### config.mk
export PLATFORM = sky130hd
export DESIGN_NAME = i2s_tx
export DESIGN_NICKNAME = d
export VERILOG_FILES = /design/src/rtl/i2s_tx.sv
export SDC_FILE = /design/constraint.sdc
export NUM_CORES = 1
export LEC_CHECK = 0
export ABC_AREA = 1
export BUFFER_PORTS_ARGS = -buffer_cell sky130_fd_sc_hd__buf_2
export CORE_MARGIN = 4
export CORE_UTILIZATION = 26
export DETAILED_ROUTE_END_ITERATION = 7
export SYNTH_ARGS = -nofsm -noshare
export SYNTH_HDL_FRONTEND = slang
export SYNTH_SLANG_ARGS = --single-unit
### constraint.sdc
create_clock -name clk -period 2.4 [get_ports clk]
set_input_delay 0.36 -clock clk [delete_from_list [all_inputs] [get_ports clk]]
set_output_delay 0.36 -clock clk [all_outputs]
set_load 0.005 [all_outputs]
### src/rtl/i2s_tx.sv
// Philips-format I2S transmitter: divides clk down to BCLK/LRCLK and shifts a
// buffered stereo PCM pair out MSB-first, one bit after each LRCLK edge.
module i2s_tx #(
   parameter int SAMPLE_WIDTH = 16,
   parameter int SLOT_WIDTH   = 32,
   parameter int CLK_DIV      = 4
) (
   input  logic                    clk,
   input  logic                    reset,
   input  logic [SAMPLE_WIDTH-1:0] left_in,
   input  logic [SAMPLE_WIDTH-1:0] right_in,
   input  logic                    in_valid,
   output logic                    in_ready,
   output logic                    bclk,
   output logic                    lrclk,
   output logic                    sdata,
   output logic                    frame_start,
   output logic                    underrun
);
   localparam int FRAME_BITS = 2 * SLOT_WIDTH;
   localparam int DIV_W      = (CLK_DIV > 1) ? $clog2(CLK_DIV) : 1;
   localparam int CNT_W      = $clog2(FRAME_BITS);

   localparam logic [DIV_W-1:0] DIV_LAST = DIV_W'(CLK_DIV - 1);
   localparam logic [CNT_W-1:0] CNT_LAST = CNT_W'(FRAME_BITS - 1);
   localparam logic [CNT_W-1:0] SLOT_C   = CNT_W'(SLOT_WIDTH);
   localparam logic [CNT_W-1:0] SW_C     = CNT_W'(SAMPLE_WIDTH);

   logic [DIV_W-1:0]        div_q, div_d;
   logic                    bclk_q, bclk_d;
   logic                    lrclk_q, lrclk_d;
   logic                    sdata_q, sdata_d;
   logic [CNT_W-1:0]        bit_cnt_q, bit_cnt_d;
   logic                    full_q, full_d;
   logic [SAMPLE_WIDTH-1:0] hold_l_q, hold_l_d, hold_r_q, hold_r_d;
   logic [SAMPLE_WIDTH-1:0] tx_l_q, tx_l_d, tx_r_q, tx_r_d;
   logic                    frame_start_q, frame_start_d;
   logic                    underrun_q, underrun_d;

   logic             wrap, fall, accept;
   logic [CNT_W-1:0] cnt_next, slot_pos;

   // Handshake: a pair is taken on any clk where in_valid && in_ready; in_ready
   // is simply "holding buffer empty" and never depends on in_valid.
   always_comb begin
      wrap     = (div_q == DIV_LAST);
      fall     = wrap && bclk_q;
      accept   = in_valid && !full_q;
      cnt_next = (bit_cnt_q == CNT_LAST) ? '0 : bit_cnt_q + 1'b1;
      slot_pos = (cnt_next >= SLOT_C) ? cnt_next - SLOT_C : cnt_next;

      div_d         = wrap ? '0 : div_q + 1'b1;
      bclk_d        = wrap ? ~bclk_q : bclk_q;
      lrclk_d       = lrclk_q;
      sdata_d       = sdata_q;
      bit_cnt_d     = bit_cnt_q;
      full_d        = full_q;
      hold_l_d      = hold_l_q;
      hold_r_d      = hold_r_q;
      tx_l_d        = tx_l_q;
      tx_r_d        = tx_r_q;
      frame_start_d = 1'b0;
      underrun_d    = 1'b0;

      if (fall) begin
         bit_cnt_d = cnt_next;
         lrclk_d   = (cnt_next >= SLOT_C);
         sdata_d   = 1'b0;
         if (cnt_next == '0) begin
            frame_start_d = 1'b1;
            if (full_q) begin
               tx_l_d = hold_l_q;
               tx_r_d = hold_r_q;
               full_d = 1'b0;
            end else begin
               tx_l_d     = '0;
               tx_r_d     = '0;
               underrun_d = 1'b1;
            end
         end else if (slot_pos != '0 && slot_pos <= SW_C) begin
            // Each slot consumes its own copy MSB-first; position 0 is the I2S delay bit.
            if (cnt_next >= SLOT_C) begin
               sdata_d = tx_r_q[SAMPLE_WIDTH-1];
               tx_r_d  = tx_r_q << 1;
            end else begin
               sdata_d = tx_l_q[SAMPLE_WIDTH-1];
               tx_l_d  = tx_l_q << 1;
            end
         end
      end

      // Frame start samples full_q before this accept lands, so a same-clk accept waits a frame.
      if (accept) begin
         hold_l_d = left_in;
         hold_r_d = right_in;
         full_d   = 1'b1;
      end
   end

   always_ff @(posedge clk) begin
      if (reset) begin
         div_q         <= '0;
         bclk_q        <= 1'b0;
         lrclk_q       <= 1'b0;
         sdata_q       <= 1'b0;
         bit_cnt_q     <= CNT_LAST;
         full_q        <= 1'b0;
         hold_l_q      <= '0;
         hold_r_q      <= '0;
         tx_l_q        <= '0;
         tx_r_q        <= '0;
         frame_start_q <= 1'b0;
         underrun_q    <= 1'b0;
      end else begin
         div_q         <= div_d;
         bclk_q        <= bclk_d;
         lrclk_q       <= lrclk_d;
         sdata_q       <= sdata_d;
         bit_cnt_q     <= bit_cnt_d;
         full_q        <= full_d;
         hold_l_q      <= hold_l_d;
         hold_r_q      <= hold_r_d;
         tx_l_q        <= tx_l_d;
         tx_r_q        <= tx_r_d;
         frame_start_q <= frame_start_d;
         underrun_q    <= underrun_d;
      end
   end

   assign in_ready    = ~full_q;
   assign bclk        = bclk_q;
   assign lrclk       = lrclk_q;
   assign sdata       = sdata_q;
   assign frame_start = frame_start_q;
   assign underrun    = underrun_q;
endmodule

==> flow_summary.json, run 1 <==
{
  "die_w_um": 128.0,
  "diodes": 0,
  "drv_cap": 0,
  "final_area_sq_um": 4402,
  "ant_nets": 0,
  "tightest_slew_ps": 566.5,
  "fillers": 1579,
  "rr_endpoint": "tx_r_q[9]",
  "synth.top_cell.area_share": 0.4173,
  "fin_nets": 634,
  "dp.final_hpwl_um": 5382,
  "drt_first_iter_violations": 149,
  "hold_buffers": 0,
  "outcome": "complete, no violations",
  "synthFlopType": "dfxtp_1",
  "grt_pass1_wl_um": 13970,
  "antenna_found_initial": 0,
  "cpMostUsedCell": "nand2_1",
  "finalSetupTns_ps": 0,
  "critPathArrivalTime_ps": 2350,
  "p_leak_nw": 2.209,
  "h-tree-depth": 3,
  "wire_per_inst_um": 10.47,
  "path_max_fanout": 31,
  "vdd_ir_drop_max_mv": 0.3619,
  "numCtsBuffers": 9,
  "synth.area.top_cells": "dfxtp_1, nand2_1, nor2_1",
  "core_area_sq_um": 13990,
  "worstPathCellList": "ha_1 > nand2_2 > nor2_1 > nand2_1 > nand3_2 > nand2_4 > nor2_4 > buf_4 > nand2_1 > nand2_1 > nand2_1 > inv_2 > nor2_1",
  "drt_pass1_iterations": 4,
  "num_vias": 3360,
  "synth.avg_cell_area_sq_um": 6.577,
  "initial_core_util": 0.2675,
  "rsz0062_at_grt": "no",
  "timing.final.hold_violations": 0,
  "post_dp_cell_area_sq_um": 4096,
  "syn_to_final_growth_pct": 17.62,
  "fmaxAchievable_mhz": 471.4,
  "post_cts.repair.setup_buffers": 0,
  "synthTopCellsByCount": "nand2_1, nor2_1, dfxtp_1, inv_1, o21ai_0",
  "cpMaxStageDelayCell": "dfxtp_1",
  "crit_buf_inv": 2,
  "die_h_um": 128.0,
  "crit_type": "reg2reg",
  "cts.reportedPaths.clkPinSlew_ps": 60,
  "ios": 41,
  "hp-start": "right_in[12]",
  "hold_depth": 3,
  "synth.distinct_cells": 29,
  "multi_input_area_sq_um": 1802,
  "routed_wl_um": 8174,
  "synth.net_count": 607,
  "whs_endpoint": "hold_r_q[12]",
  "clock_sinks": 78,
  "setup_viol": 0,
  "ff_latch_area_sq_um": 1562,
  "clk_path_buf_depth": 2,
  "drive_above_1_share": 0.1498,
  "rows": 43,
  "globalplace.congestion": 0.7635,
  "synthCells": 569,
  "fin_crit_ps": 2121,
  "synth-edff-count": 0,
  "cts_tree": "built",
  "syn_area_sq_um": 3742,
  "fin_worst_skew_ps": 6.775,
  "reg2reg_from": "bit_cnt_q[1]",
  "yosysTopAreaCell": "dfxtp_1",
  "crit_path_start_kind": "flip-flop",
  "grt_max_degree": 36,
  "ys_warn_count": 0,
  "clock_latency_ps": 330,
  "endpoint_kind": "flip-flop",
  "layout_worst_path_cycle_share": 0.8839,
  "grt_remaining_overflow": 0,
  "drc_errors": 0,
  "synth-seq-area-share": 0.4173,
  "first_global_vias": 3165,
  "grt_usage": 0.1026,
  "max_slew_margin": 0.6219,
  "numPortBuffers": 40,
  "slew_violations": 0,
  "die-area_sq_um": 16380,
  "worst_path_largest_cell_delay_ps": 430,
  "vias_per_cell": 4.302,
  "min-delay-path-class": "in2reg",
  "p_per_area_nw_per_um2": 692.0,
  "critPathTopFamily": "simple AND/OR/NAND/NOR gates",
  "regToRegSetupSlack_ps": 280,
  "synthArstFlopShare": 0,
  "synth.most_common_cell": "nand2_1",
  "cp.required_ps": 2630,
  "synth_seq_cells": 78,
  "cts_root_buf": "clkbuf_16",
  "reg2reg_depth": 13
}
layout make-up:
type	instances	area share
inverters	60	0.05117
repair buffers	50	0.06538
flip-flops and latches	78	0.3547
clock buffers	11	0.05515
well taps	180	0.05117
multi-input cells	397	0.4093
clock inverters	5	0.01308
placed cells by master (no fill, tap or decap):
cell type	synthesis	layout
dfxtp_1	78	78
inv_1	50	50
a22oi_1	2	2
nor2_2	3	3
o211ai_1	2	2
nand2_4	1	2
a21oi_1	5	5
clkinv_2	0	2
o21a_1	1	1
nor3b_1	1	1
nor3_1	3	3
clkbuf_16	0	9
o21bai_1	15	15
nand2_2	6	5
clkbuf_8	0	1
o21ai_1	1	1
inv_2	10	10
xor2_1	1	1
a21oi_2	1	1
nand4_1	1	1
nand2_1	140	140
inv_6	0	1
nand3_4	1	1
buf_2	7	40
nor2_4	1	1
o21ai_0	49	49
buf_12	0	1
bufinv_16	0	1
nand3_1	42	42
clkinv_4	0	1
clkbuf_1	22	1
ha_1	3	3
nor2_1	116	116
nand3_2	2	2
buf_4	4	9
cell families after synthesis:
logic type / after synthesis / share of synthesized area
compound gates: 76 / 0.1160
xor+xnor: 1 / 0.002341
fa+ha+maj: 3 / 0.01003
buf+inv: 94 / 0.1026
flops: 78 / 0.4173
simple gates: 317 / 0.3517
how the worst max path moves through the flow:
stage,slack (ps),depth (start not counted),end,startpoint
finish,280,13,tx_r_q[9],bit_cnt_q[1]
global route,10,12,tx_l_q[3],bit_cnt_q[1]
CTS,250,12,tx_r_q[3],bit_cnt_q[1]
detailed placement,280,12,tx_r_q[6],bit_cnt_q[1]
global placement,370,13,tx_r_q[11],bit_cnt_q[1]
floorplan,680,13,tx_r_q[10],bit_cnt_q[1]
where the power goes:
part           switching (W)  internal, W  total, W
registers          0.0000282      0.00135   0.00138
clock network       0.000534     0.000836   0.00137
logic               0.000184     0.000111  0.000295
flip-flops by register name, summed over array words and instances, names as in the netlist:
name	cells
lrclk	1
hold_l_q	16
sdata	1
bit_cnt_q	6
tx_l_q	16
full_q	1
hold_r_q	16
div_q	2
frame_start	1
tx_r_q	16
underrun	1
bclk	1
metal layers:
metal	vias up	global-route usage	share of wire
met2	53	0.1633	0.43
met5	-	0	0
met3	14	0.02208	0.033
met4	0	0.04682	0.019
met1	1478	0.1330	0.52
li1	1815	-	-
worst min-delay path: stages:
cell     delay (ps)
buf_2            70
o21ai_0          70
nor2_1           70
what timing repair did:
item                                   CTS  global route
endpoints found under the hold margin    0             0
gates resized for setup                  0             1
setup endpoints to repair                0            11
metrics by stage:
| stage | power [W] | setup slack [ps] | utilization | instances | hold WS, ps |
|---|---|---|---|---|---|
| finish | 0.003046 | 278.7 | 0.3147 | 781 | 273.1 |
| global placement | 0.001707 | 369.7 | 0.2928 | 765 | 416.3 |
| CTS | 0.003089 | 248.2 | 0.3143 | 781 | 264.5 |
| global route | 0.003177 | 9.605 | 0.3147 | 781 | 283.1 |
| floorplan | 0.001624 | 678.0 | - | 569 | 404.3 |
| detailed placement | 0.001709 | 278.7 | 0.2928 | 765 | 417.5 |
Power figures use the tool's default switching activity.
==> inputs of run 2 (changes only) <==
--- a/config.mk
+++ b/config.mk
@@ -7,6 +7,7 @@
 export LEC_CHECK = 0
 export ABC_AREA = 1
 export BUFFER_PORTS_ARGS = -buffer_cell sky130_fd_sc_hd__buf_2
+export CORE_ASPECT_RATIO = 1.75
 export CORE_MARGIN = 4
 export CORE_UTILIZATION = 26
 export DETAILED_ROUTE_END_ITERATION = 7
==> run 2 against run 1 <==
Sequential power is essentially flat. Fmax rose by 0.48%. Setup slack improved by 10 ps. Clock skew down 1.8 ps. Highest routed layer unchanged. Register-to-register slack barely moved. Combinational power is essentially flat. Cell count fell by 0.26%.
==> flow_summary.json, run 2 (same netlist as run 1, synthesis figures left out) <==
{
  "reg2reg_from": "bit_cnt_q[1]",
  "ant_nets": 0,
  "syn_to_final_growth_pct": 18.79,
  "vdd_ir_drop_max_mv": 0.3983,
  "dp.final_hpwl_um": 5589,
  "initial_core_util": 0.2677,
  "numPortBuffers": 40,
  "post_dp_cell_area_sq_um": 4108,
  "ios": 41,
  "post_cts.repair.setup_buffers": 0,
  "grt_max_degree": 69,
  "whs_endpoint": "hold_r_q[13]",
  "multi_input_area_sq_um": 1797,
  "layout_common_cells": "nand2_1, nor2_1, dfxtp_1",
  "tightest_slew_ps": 468.6,
  "crit_path_start_kind": "flip-flop",
  "drc_errors": 0,
  "regToRegSetupSlack_ps": 290,
  "hold_buffers": 0,
  "rr_endpoint": "tx_r_q[2]",
  "die-area_sq_um": 16450,
  "antenna_found_initial": 0,
  "final_area_sq_um": 4446,
  "slew_violations": 0,
  "finalSetupTns_ps": 0,
  "grt_remaining_overflow": 0,
  "ff_latch_area_sq_um": 1562,
  "cts.reportedPaths.clkPinSlew_ps": 60,
  "clk_path_buf_depth": 2,
  "vias_per_cell": 4.413,
  "setup_viol": 0,
  "h-tree-depth": 3,
  "path_max_fanout": 31,
  "power_w": 0.003228,
  "max_slew_margin": 0.6869,
  "numCtsBuffers": 9,
  "cp.required_ps": 2630,
  "clock_sinks": 78,
  "layout_commonest_cell": "nand2_1",
  "rows": 57,
  "min-delay-path-class": "in2reg",
  "cts_root_buf": "clkbuf_16",
  "hp-start": "right_in[13]",
  "p_leak_nw": 2.232,
  "fin_crit_ps": 2111,
  "grt_pass1_wl_um": 14750,
  "clock_latency_ps": 330,
  "drt_pass1_iterations": 4,
  "cts_resized": 0,
  "drt_first_iter_violations": 131,
  "cts_tree": "built",
  "hold_depth": 3,
  "wire_per_inst_um": 10.94,
  "num_vias": 3438,
  "die_w_um": 98.69,
  "p_per_area_nw_per_um2": 726.0,
  "reg2reg_depth": 13,
  "outcome": "complete, no violations",
  "fin_nets": 636,
  "die_h_um": 166.7,
  "fillers": 1619,
  "drv_cap": 0,
  "first_global_vias": 3362,
  "grt_usage": 0.1081,
  "crit_type": "reg2reg",
  "endpoint_kind": "flip-flop",
  "core_area_sq_um": 13980,
  "fmaxAchievable_mhz": 473.7,
  "timing.final.hold_violations": 0,
  "rsz0062_at_grt": "no",
  "fin_worst_skew_ps": 4.928,
  "whs_ps": 268.7,
  "diodes": 0,
  "layout_worst_path_cycle_share": 0.8796,
  "globalplace.congestion": 0.8239,
  "critPathArrivalTime_ps": 2340,
  "drive_above_1_share": 0.1512,
  "routed_wl_um": 8522
}
-- run 2: final cells by class --
type,count,share of cell area
Sequential cell,78,0.3513
Timing Repair Buffer,52,0.06811
Inverter,60,0.05066
Multi-Input combinational cell,397,0.4042
Clock inverter,4,0.02139
Clock buffer,11,0.05460
Tap cell,177,0.04982
-- run 2: power by group --
group	total, W	switching (W)	internal [W]	leakage [nW]
Sequential	0.00138	0.0000286	0.00135	0.637
Clock	0.00155	0.000511	0.00104	0.166
Combinational	0.000298	0.000185	0.000113	1.43
-- run 2: worst max-delay path by stage --
stage / from / end / slack, ps / cells past startpoint
after global routing: bit_cnt_q[1] / tx_l_q[15] / 30 / 12
after CTS: bit_cnt_q[1] / tx_r_q[2] / 290 / 13
after floorplan: bit_cnt_q[1] / tx_r_q[10] / 680 / 13
after global placement: bit_cnt_q[1] / tx_r_q[3] / 380 / 13
after detailed placement: bit_cnt_q[1] / tx_r_q[3] / 300 / 13
final: bit_cnt_q[1] / tx_r_q[2] / 290 / 13
-- run 2: worst max-delay path: stages, from the launching register on --
cell	delay [ps]
dfxtp_1	410
ha_1	240
nand2_2	90
nor2_1	110
nand2_1	110
nand3_2	120
nand2_4	130
nor2_4	150
buf_4	320
nand2_1	80
nand2_1	80
nand2_1	60
inv_1	70
nor2_1	40
-- run 2: per-stage QoR --
stage | worst slack, ps | instances | util
after CTS | 290.4 | 779 | 0.3180
after global routing | 32.84 | 779 | 0.3180
after detailed placement | 296.2 | 764 | 0.2939
after floorplan | 678.0 | 569 | -
final | 288.9 | 779 | 0.3180
after global placement | 382.6 | 764 | 0.2939
-- run 2: layer usage --
| metal | GRT usage | vias up | wire length, um |
|---|---|---|---|
| met3 | 0.01507 | 17 | 210 |
| li1 | - | 1818 | - |
| met2 | 0.1936 | 53 | 4358 |
| met5 | 0 | - | 0 |
| met1 | 0.1199 | 1550 | 3699 |
| met4 | 0.06124 | 0 | 253 |
==> inputs of run 3 (changes only) <==
--- a/config.mk
+++ b/config.mk
@@ -11,6 +11,8 @@
 export CORE_MARGIN = 4
 export CORE_UTILIZATION = 26
 export DETAILED_ROUTE_END_ITERATION = 7
+export PLACE_DENSITY = 0.46
+export SETUP_SLACK_MARGIN = 0.2
 export SYNTH_ARGS = -nofsm -noshare
 export SYNTH_HDL_FRONTEND = slang
 export SYNTH_SLANG_ARGS = --single-unit
==> run 3 against run 2 <==
Clock skew up 5.5 ps. Largest power group is now sequential cells. Non-clock buffer count decreased by 1. Flip-flop and latch count is the same. Critical path type unchanged. Critical endpoint is now tx_l_q[14]. Sequential power about the same.
==> flow_summary.json, run 3 (same netlist as run 1, synthesis figures left out) <==
{
  "dp.final_hpwl_um": 6075,
  "final_area_sq_um": 4383,
  "p_leak_nw": 2.196,
  "vias_per_cell": 4.380,
  "numPortBuffers": 40,
  "endpoint_kind": "flip-flop",
  "layout_worst_path_cycle_share": 0.8252,
  "fin_crit_ps": 1980,
  "fin_nets": 635,
  "slew_violations": 0,
  "p_per_area_nw_per_um2": 678.2,
  "cpMaxStageDelayCell": "dfxtp_1",
  "num_vias": 3412,
  "fin_worst_skew_ps": 10.39,
  "use_met1": 0.1292,
  "first_global_vias": 3290,
  "globalplace.congestion": 0.7048,
  "cts_root_buf": "clkbuf_16",
  "outcome": "complete, no violations",
  "rsz0062_at_grt": "no",
  "drv_cap": 0,
  "cts_resized": 0,
  "fillers": 1601,
  "multi_input_area_sq_um": 1797,
  "grtUsageMet2": 0.1910,
  "grt_pass1_wl_um": 15110,
  "clk_path_buf_depth": 2,
  "finalSetupTns_ps": 0,
  "tightest_slew_ps": 981.4,
  "critPathTopFamily": "simple AND/OR/NAND/NOR gates",
  "drive_above_1_share": 0.1528,
  "clock_latency_ps": 340,
  "min-delay-path-class": "in2reg",
  "numCtsBuffers": 9,
  "timing.final.hold_violations": 0,
  "cts_tree": "built",
  "initial_core_util": 0.2677,
  "grt_usage": 0.1109,
  "grtUsageMet3": 0.02177,
  "ios": 41,
  "crit_type": "reg2reg",
  "ant_nets": 0,
  "fmaxAchievable_mhz": 504.9,
  "die_w_um": 98.69,
  "worst_path_largest_cell_delay_ps": 410,
  "worstPathCellList": "ha_1 > nand2_2 > nor2_2 > inv_1 > nand2_2 > nand3_2 > nor2_4 > buf_4 > nand2_1 > nand3_1 > nand2_1 > nor2_1",
  "grt_remaining_overflow": 0,
  "ff_latch_area_sq_um": 1562,
  "power_w": 0.002973,
  "die_h_um": 166.7,
  "layout_commonest_cell": "nand2_1",
  "crit_path_start_kind": "flip-flop",
  "core_area_sq_um": 13980,
  "rows": 57,
  "drc_errors": 0,
  "max_slew_margin": 0.3450,
  "h-tree-depth": 3,
  "wire_per_inst_um": 11.40,
  "clock_sinks": 78,
  "drt_pass1_iterations": 4,
  "setup_viol": 0,
  "cp.required_ps": 2670,
  "die-area_sq_um": 16450,
  "critPathArrivalTime_ps": 2250,
  "antenna_found_initial": 0,
  "final_core_util": 0.3136,
  "path_max_fanout": 21,
  "vdd_ir_drop_max_mv": 0.3902,
  "grt_max_degree": 45,
  "diodes": 0,
  "post_dp_cell_area_sq_um": 4093,
  "crit_buf_inv": 2,
  "cts.reportedPaths.clkPinSlew_ps": 70,
  "layout_common_cells": "nand2_1, nor2_1, dfxtp_1",
  "drt_first_iter_violations": 238,
  "grt.busiest_layer": "met2",
  "syn_to_final_growth_pct": 17.12,
  "routed_wl_um": 8882
}
run 3: worst min-delay path: cells and delay by family:
family	cells	cell delay, ps
compound gates	1	70
buf+inv	1	70
simple gates	1	70
run 3: repair_timing:
item | in CTS | in global routing
hold buffers | 0 | 0
endpoints found under the setup margin | 0 | 32
buffers inserted | 0 | 1
hold endpoints to repair | 0 | 0
run 3: area by class of cell:
cell class / count / area share
inverter: 60 / 0.05138
timing repair buffer: 51 / 0.06737
sequential: 78 / 0.3563
clock buffer: 9 / 0.05138
tap: 177 / 0.05053
clock inverter: 7 / 0.01313
multi-input combinational: 397 / 0.4099
run 3: where the power goes:
part / total, W / switching (W) / internal (W)
clock: 0.00130 / 0.000582 / 0.000713
combinational: 0.000296 / 0.000184 / 0.000112
sequential: 0.00138 / 0.0000289 / 0.00135
run 3: worst paths after layout:
check / start / to / slack (ps) / cells after the start
max: bit_cnt_q[1] / tx_l_q[14] / 420 / 12
min: right_in[2] / hold_r_q[2] / 270 / 3
max reg2reg: bit_cnt_q[1] / tx_l_q[14] / 420 / 12
min reg2reg: div_q[0] / div_q[0] / 430 / 1
run 3: per-stage QoR:
stage	setup slack, ps	cells	hold WS, ps
after floorplan	678.0	569	404.3
after global placement	326.8	762	413.4
after detailed placement	264.1	762	422.9
after CTS	250.2	778	260.1
after global routing	238.3	779	278.9
final	419.6	779	268.1
run 3: metal layers:
layer / routed length [um] / vias up
li1: - / 1813
met1: 4050 / 1518
met2: 4297 / 67
met3: 290 / 14
met4: 243 / 0
met5: 0 / -
